$ cat src/rtl/lfsr_pkg.sv
// Shared definitions for the lfsr_gen PRBS generator.
//   - lfsr_mode_e : step-mode encoding (Fibonacci / Galois)
//   - *_TAPS_<w>  : maximal-length tap masks for common widths.
//     Fibonacci mask bit i set = state[i] feeds the XOR; feedback enters at MSB.
//     Galois mask is XORed into the right-shifted state when the LSB shifted out is 1.
package lfsr_pkg;

  typedef enum logic {
    MODE_FIB = 1'b0,
    MODE_GAL = 1'b1
  } lfsr_mode_e;

  // x^4+x+1, x^8+x^4+x^3+x^2+1, x^16+x^14+x^13+x^11+1, x^32+x^22+x^2+x+1
  localparam logic [3:0]  FIB_TAPS_4  = 4'h3;
  localparam logic [7:0]  FIB_TAPS_8  = 8'h1D;
  localparam logic [15:0] FIB_TAPS_16 = 16'h6801;
  localparam logic [31:0] FIB_TAPS_32 = 32'h0040_0007;

  localparam logic [3:0]  GAL_TAPS_4  = 4'hC;
  localparam logic [7:0]  GAL_TAPS_8  = 8'hB8;
  localparam logic [15:0] GAL_TAPS_16 = 16'hB400;
  localparam logic [31:0] GAL_TAPS_32 = 32'h8020_0003;

endpackage

$ cat src/rtl/lfsr_next.sv
// Combinational next-state function of the LFSR.
// Ports:
//   state  in  N  current state
//   mode   in  1  0 = Fibonacci, 1 = Galois
//   next   out N  state after one step in the selected mode
module lfsr_next
  import lfsr_pkg::*;
#(
  parameter int unsigned     N        = 8,
  parameter logic [N-1:0]    FIB_TAPS = N'(FIB_TAPS_8),
  parameter logic [N-1:0]    GAL_TAPS = N'(GAL_TAPS_8)
) (
  input  logic [N-1:0] state,
  input  logic         mode,
  output logic [N-1:0] next
);

  logic fb;

  always_comb begin
    fb   = ^(state & FIB_TAPS);
    next = {fb, state[N-1:1]};
    if (mode == MODE_GAL) begin
      next = (state >> 1) ^ (state[0] ? GAL_TAPS : '0);
    end
  end

endmodule

$ cat src/rtl/lfsr_gen.sv
// Runtime-configurable LFSR PRBS source with seed load, zero-lockup guard,
// Fibonacci/Galois selection and on-line period measurement.
// Ports:
//   clk, rst_n     clock (rising edge), async active-low reset
//   en             advance one step this cycle
//   load, seed     load seed this cycle (wins over en); zero seed forced to 1
//   mode           0 = Fibonacci, 1 = Galois, used on every enabled step
//   out, bit_out   registered state and its LSB (serial PRBS bit)
//   wrap           1-cycle pulse: state came back to the start value
//   period         last measured period in steps; period_valid qualifies it
//   lock_err       1-cycle pulse: a zero seed was rejected
module lfsr_gen
  import lfsr_pkg::*;
#(
  parameter int unsigned     N        = 8,
  parameter logic [N-1:0]    FIB_TAPS = N'(FIB_TAPS_8),
  parameter logic [N-1:0]    GAL_TAPS = N'(GAL_TAPS_8),
  parameter logic [N-1:0]    SEED_RST = N'(1)
) (
  input  logic         clk,
  input  logic         rst_n,
  input  logic         en,
  input  logic         load,
  input  logic [N-1:0] seed,
  input  logic         mode,
  output logic [N-1:0] out,
  output logic         bit_out,
  output logic         wrap,
  output logic [N-1:0] period,
  output logic         period_valid,
  output logic         lock_err
);

  logic [N-1:0] state_q, state_d;
  logic [N-1:0] start_q, start_d;
  logic [N-1:0] cnt_q, cnt_d;
  logic [N-1:0] period_q, period_d;
  logic         pv_q, pv_d;
  logic         wrap_q, wrap_d;
  logic         lock_q, lock_d;
  logic         mode_q, mode_d;

  logic [N-1:0] next_state;
  logic         mode_chg;
  logic [N-1:0] start_eff;
  logic [N-1:0] cnt_eff;
  logic [N-1:0] cnt_inc;

  lfsr_next #(
    .N        (N),
    .FIB_TAPS (FIB_TAPS),
    .GAL_TAPS (GAL_TAPS)
  ) u_next (
    .state (state_q),
    .mode  (mode),
    .next  (next_state)
  );

  // A mode switch restarts the measurement from the pre-step state, so the
  // switching step itself is the first counted step of the new cycle.
  assign mode_chg  = (mode != mode_q);
  assign start_eff = mode_chg ? state_q : start_q;
  assign cnt_eff   = mode_chg ? '0 : cnt_q;
  assign cnt_inc   = (cnt_eff == '1) ? cnt_eff : cnt_eff + N'(1);

  always_comb begin
    state_d  = state_q;
    start_d  = start_q;
    cnt_d    = cnt_q;
    period_d = period_q;
    pv_d     = pv_q;
    mode_d   = mode_q;
    wrap_d   = 1'b0;
    lock_d   = 1'b0;
    if (load) begin
      if (seed == '0) begin
        state_d = N'(1);
        start_d = N'(1);
        lock_d  = 1'b1;
      end else begin
        state_d = seed;
        start_d = seed;
      end
      cnt_d = '0;
      pv_d  = 1'b0;
    end else if (en) begin
      mode_d  = mode;
      state_d = next_state;
      start_d = start_eff;
      pv_d    = mode_chg ? 1'b0 : pv_q;
      if (next_state == start_eff) begin
        wrap_d   = 1'b1;
        period_d = cnt_inc;
        pv_d     = 1'b1;
        cnt_d    = '0;
      end else begin
        cnt_d = cnt_inc;
      end
    end
  end

  always_ff @(posedge clk or negedge rst_n) begin
    if (!rst_n) begin
      state_q  <= SEED_RST;
      start_q  <= SEED_RST;
      cnt_q    <= '0;
      period_q <= '0;
      pv_q     <= 1'b0;
      wrap_q   <= 1'b0;
      lock_q   <= 1'b0;
      mode_q   <= MODE_FIB;
    end else begin
      state_q  <= state_d;
      start_q  <= start_d;
      cnt_q    <= cnt_d;
      period_q <= period_d;
      pv_q     <= pv_d;
      wrap_q   <= wrap_d;
      lock_q   <= lock_d;
      mode_q   <= mode_d;
    end
  end

  assign out          = state_q;
  assign bit_out      = state_q[0];
  assign wrap         = wrap_q;
  assign period       = period_q;
  assign period_valid = pv_q;
  assign lock_err     = lock_q;

  // A tap mask whose feedback can map a nonzero state to zero is a parameter error.
  a_step_nonzero : assert property (@(posedge clk) disable iff (!rst_n)
    (en && !load) |-> (next_state != '0));
  a_state_nonzero : assert property (@(posedge clk) disable iff (!rst_n)
    state_q != '0);

endmodule

$ cat config.mk
export PLATFORM = sky130hd
export DESIGN_NAME = lfsr_gen
export DESIGN_NICKNAME = d
export VERILOG_FILES = /design/src/rtl/lfsr_pkg.sv /design/src/rtl/lfsr_next.sv /design/src/rtl/lfsr_gen.sv
export SDC_FILE = /design/constraint.sdc
export NUM_CORES = 1
export LEC_CHECK = 0
export CAP_MARGIN = 15
export CORE_UTILIZATION = 40
export DETAILED_ROUTE_END_ITERATION = 10
export PLACE_DENSITY = 0.71
export SYNTH_ARGS = -nofsm -noshare
export SYNTH_HDL_FRONTEND = slang
export SYNTH_SLANG_ARGS = --single-unit
$ cat constraint.sdc
create_clock -name clk -period 2.23 [get_ports clk]
set_input_delay 0.223 -clock clk [delete_from_list [all_inputs] [get_ports clk]]
set_output_delay 0.223 -clock clk [all_outputs]
set_load 0.01 [all_outputs]
### Word-level counts from Yosys, hierarchy flattened

Cells that the tools add are included.

| word-level totals | value |
|---|---|
| register bits after elaboration | 36 |
| latch bits | 0 |
| bits in writable memories | 0 |
| memory bits (read-only) | 0 |
| output and inout port bits | 20 |
| word-level logic and storage cells | 43 |
| memories | 0 |

| cells by class | value |
|---|---|
| add/subtract/negate cells | 1 |
| multipliers | 0 |
| divide/modulo/power cells | 0 |
| magnitude comparators | 0 |
| eq/ne operators | 3 |
| shifts and indexed selects | 0 |
| multiplexer cells | 22 |
| bitwise gates (word level) | 2 |
| reduce and logical (&&, ||, !) cells | 7 |

Operator list:

| kind | number |
|---|---|
| two-way mux 8 bit | 13 |
| two-way mux 1 bit | 9 |
| adder 8 x 1 -> 8 bit, second input constant | 1 |
| equality test 8 bit | 1 |
| equality test 8 bit, second input constant | 1 |
| logical NOT 8 bit | 1 |
| parity 8 bit | 1 |
| bitwise XOR 7 x 8 -> 8 bit | 1 |
| AND reduction 2 bit | 2 |
| AND reduction 3 bit | 1 |
| nonzero test 3 bit | 1 |
| nonzero test 2 bit | 1 |
| != test 1 bit | 1 |
| inverter 1 bit | 1 |

### Longest topological paths before layout

| logic depth | value |
|---|---|
| depth in word-level cells | 7 |
| depth in mapped cells | 12 |
| depth with buffers taken out | 10 |

### By module

From an unflattened synthesis, not the netlist that was laid out.

| unflattened totals | value |
|---|---|
| cells, all modules | 208 |
| area total of the unflattened synthesis | 2065.7 sq um |

Modules (own cells, without submodules):

| module | times used | cells an instance | area an instance (sq um) | seq. area each (sq um) |
|---|---|---|---|---|
| lfsr_gen | 1 | 197 | 1970.6 | 903.4 |
| lfsr_next | 1 | 11 | 95.1 | 0.0 |

### Least setup slack after synthesis

Ideal clock, no wire load.

| timing path | value |
|---|---|
| path kind | register to register |
| start point | reg mode_q |
| end point | reg period_q[5], in the netlist period[5] |
| setup time | 95 ps |
| data arrival time | 2264 ps |
| slack | -129 ps |
| stages on the path, launching flop included | 12 |
| path buffers | 2 |
| cell sequence | dfrtp_1 -> buf_2 -> xnor2_1 -> clkbuf_1 -> and2_1 -> ha_1 -> nand4_1 -> nor2_1 -> nor2_1 -> a21boi_0 -> nor2_1 -> o31ai_1 |

| on the way | value |
|---|---|
| word-level cells in the longest chain between the ends | 4 |
| elaborated cells on any way between the ends | 8 |
| those cells by class | add/sub (1); eq/ne (3); mux (3); reduce/logical (1) |

RTL lines:

| element | line | source |
|---|---|---|
| start, declared | lfsr_gen.sv:41 | `logic mode_q, mode_d;` |
| start signal, assigned | lfsr_gen.sv:120 | `mode_q <= mode_d;` |
| != test 1 bit (*) | lfsr_gen.sv:61 | `assign mode_chg = (mode != mode_q);` |
| two-way mux 8 bit (on tied branches) | lfsr_gen.sv:63, lfsr_gen.sv:62 |  |
| adder 8 x 1 -> 8 bit, or another cell as far along | lfsr_gen.sv:64 | `assign cnt_inc = (cnt_eff == '1) ? cnt_eff : cnt_eff + N'(1);` |
| two-way mux 8 bit / AND reduction 3 bit (equally long branches) | - |  |
| end signal, assigned | lfsr_gen.sv:116 | `period_q <= period_d;` |
| end, declared | lfsr_gen.sv:37 | `logic [N-1:0] period_q, period_d;` |

Mark *: on every way between the ends. The rest lies on a longest branch, timed or not.
A chain may end at the register's enable or synchronous reset.

### Final worst setup path

| timing path | value |
|---|---|
| start point | reg state_q[3], in the netlist out[3] |
| end point | reg period_q[1], in the netlist period[1] |

| on the way | value |
|---|---|
| word-level cells in the longest chain between the ends | 4 |
| elaborated cells on any way between the ends | 6 |
| those cells by class | eq/ne (1); mux (2); bitwise (1); reduce/logical (2) |

RTL lines:

| element | line | source |
|---|---|---|
| start, declared | lfsr_gen.sv:34 | `logic [N-1:0] state_q, state_d;` |
| start signal, assigned | lfsr_gen.sv:113 | `state_q <= state_d;` |
| parity 8 bit / bitwise XOR 7 x 8 -> 8 bit (equally long branches) | lfsr_next.sv:21, lfsr_next.sv:24 |  |
| two-way mux 8 bit | lfsr_next.sv:23 | `if (mode == MODE_GAL) begin` |
| equality test 8 bit (*) | lfsr_gen.sv:91 | `if (next_state == start_eff) begin` |
| AND reduction 3 bit (no line) (*) | - |  |

Marks and branches as above.

==> metrics.txt <==
RSZ-0062 raised after global routing=true; clk sinks=36; initial antenna violation count=0; clk_lat worst skew=0.30 ns; Place WS=-0.3410 ns; Max Cap Violations=0; Final Hold Fails=0; DR pass1 iterations=4; core footprint=5140 µm²; dpl hpwl=3666 µm; DRC errors left=0; Least-Margin Pin Slew=0.4640 ns; worst min path class=in -> async; setup TNS=-0.1634 ns; Slew Limit Fails=0; Area Growth Syn to Fin=40.56%; Syn. warnings=0; Cell Chain, Critical Path=or4_4 -> a211oi_2 -> a21oi_2 -> nor3_2 -> nand4b_1 -> or2_4 -> mux2_4; Slew HR=69.07%; Reg clk slew, reported paths=0.08 ns; vias in the first global route=1881; initial DRC count=153; crit start category=register; asr flop ratio synth=100.0%; Port Buffer Count=32; crit path max fanout=5; Setup WS post-layout=-0.03545 ns; Placed Cells=355; Tmin final=2.265 ns; fmax=0.4414 GHz; Final Non-Filler Cells=373; critical path class=reg -> reg; Fillers=469; P per Cell Area=591.2 nW/µm²; post-synthesis mux area share=9.733%; gr ovfl total=0; CTS root buf=clkbuf_8; Post-Synth Simple-Gate Area=18.83%; Synth Area in XOR/XNOR=7.532%; Seq/Total Area, Yosys=41.83%; Worst setup EP type=register; Tcrit/Tclk final=101.6%; largest family of logic cells by synthesized area=simple AND/OR/NAND/NOR gates; Mapped Nets=249; Compound-Gate Fraction of Synth Area=16.63%; Required @ worst endpoint=2.41 ns; Adder-Cell Fraction of Synth Area=0.5794%; share of cells above drive strength 1=27.72%; Post-synth EDFFs=0; H-tree depth=2; Finish-stage setup viols=6; violated checks=setup timing; Ant. Diodes=0; final instance area=3035 µm²; post-layout util=59.06%; Clock Tree Buf Depth=2; die height=75.48 µm; Ports=33; Worst path max stage delay=0.53 ns; largest net degree at the start of global routing=37; Rows=26; Initial Util=42.02%; die width=75.48 µm; CP Data Arrival Time=2.44 ns; Mapped Avg Cell Area=9.190 µm²; Post-Syn Area=2160 µm²; antenna-violating nets left=0; Synth Flop Type=dfrtp_1; Layout Nets=316; Vias/cell=5.389; first-pass GRT wire length=8866 µm; Final GP Congestion=0.8760; Num CTS Buffers=5; Sequential Area=904.6 µm²; Yosys reg bits=36; leakage=1.350 nW; Max IR drop VDD=0.4575 mV; total track usage=20.92%; Clock Skews=0.009733 ns; Die Area=5696 µm²; Wirelength per Cell=15.03 µm; routed vias=2010; cell count after synthesis=235; multi-input logic area=1257 µm²; DP Area=2760 µm²; CTS tree=done; post-synth cell types=41; status=complete, but fails checks; slowest cell on the critical path=or4_4; Routed Wire Length=5605 µm
[critical path, delay by kind of cell (launching register included)]
family	cells	cell delay, ns
mux	1	0.31
simple gates	4	1.14
compound gates	2	0.28
flops	1	0.43
[Yosys cell counts, drive strengths merged, types with 2 or more instances]
library cell | instances | area, µm²
dfrtp | 34 | 850.8
nand3 | 4 | 20.02
o211ai | 2 | 15.01
inv | 5 | 18.77
mux2 | 9 | 120.1
o31ai | 2 | 15.01
a21boi | 3 | 22.52
nor3 | 4 | 25.02
xor2 | 9 | 78.83
a211oi | 10 | 75.07
and3 | 4 | 25.02
a31oi | 5 | 31.28
nand2 | 26 | 97.59
nor4 | 2 | 12.51
buf | 6 | 45.04
nand4 | 3 | 18.77
xnor2 | 7 | 61.31
nor2b | 7 | 43.79
nand2b | 4 | 25.02
a21oi | 7 | 35.03
o21ai | 24 | 120.1
clkbuf | 11 | 41.29
nor2 | 21 | 78.83
mux2i | 9 | 90.09
a22o | 3 | 26.28
dfstp | 2 | 52.55
and2 | 2 | 12.51
[per-stage QoR]
| stage | total power, W | hold WS (ns) |
|---|---|---|
| finish | 0.001794 | 0.3653 |
| CTS | 0.001758 | 0.3707 |
| detailed placement | 0.001242 | 0.4963 |
| global route | 0.001881 | 0.4127 |
| global placement | 0.001232 | 0.4963 |
| floorplan | 0.001027 | -0.07259 |
[power breakdown]
part	total, W	internal (W)	switching, W	leakage, nW
clock	0.000494	0.000252	0.000241	0.0455
combinational	0.000560	0.000303	0.000257	0.844
sequential	0.000741	0.000700	0.0000405	0.461
[routing by layer]
layer / routed length (µm) / vias up / global-route usage [%] / part of all wire (%)
met5: 0 / - / 0 / 0
met4: 127 / 0 / 8.848 / 2.3
met3: 283 / 11 / 4.365 / 5.0
met2: 2577 / 66 / 31.25 / 46
met1: 2618 / 975 / 29.47 / 47
li1: - / 958 / - / -
[flip-flops by register name (all words and copies together), names as in the netlist]
signal        count
mode_q            1
period_valid      1
period            8
start_q           8
cnt_q             8
out               8
wrap              1
lock_err          1
[cells by family (layout without fill, tap and decap cells)]
kind of cell	Yosys count	count (layout)
buf+inv	22	89
mux	18	18
flops	36	36
simple gates	83	84
compound gates	58	58
fa+ha+maj	1	1
xor+xnor	17	17
[layout make-up]
type,count,area share (%)
inverters,5,0.6183
clock buffers,8,2.968
multi-input cells,178,41.43
repair buffers,76,22.30
well taps,70,2.885
flip-flops and latches,36,29.80
[repair_timing]
item | CTS | global route
cloned | 0 | 1
pin swaps | 3 | 8
setup endpoints to repair | 15 | 16
resized for setup | 7 | 27
buffers inserted | 5 | 5
hold buffers | 0 | 0
[final timing paths]
kind	start	endpoint	slack [ns]	cells past startpoint
hold / removal	rst_n	out[6]	0.37	2
max in group asynchronous	rst_n	mode_q	1.51	2
hold reg to reg	period[6]	period[6]	0.51	1
setup reg to reg	out[3]	period[1]	-0.04	7
min in group clk	period[6]	period[6]	0.51	1
setup / recovery	out[3]	period[1]	-0.04	7
[cells in the final DEF, fill, tap and decap left out, types with 3 or more instances in the layout]
cell type        instances
a22o_1                   3
nand2_1                 26
and3_1                   4
mux2_4                   5
nand3_1                  4
mux2_2                   4
clkdlybuf4s50_1         32
a211oi_1                 8
mux2i_1                  8
a21oi_1                  6
nand2b_1                 4
nand4_1                  3
xor2_1                   9
clkbuf_8                 6
a31oi_1                  5
inv_1                    4
buf_6                    7
nor2b_1                  7
o21ai_0                 21
dfrtp_1                 33
buf_4                   37
xnor2_1                  6
nor2_1                  19
Power figures use the tool's default switching activity.
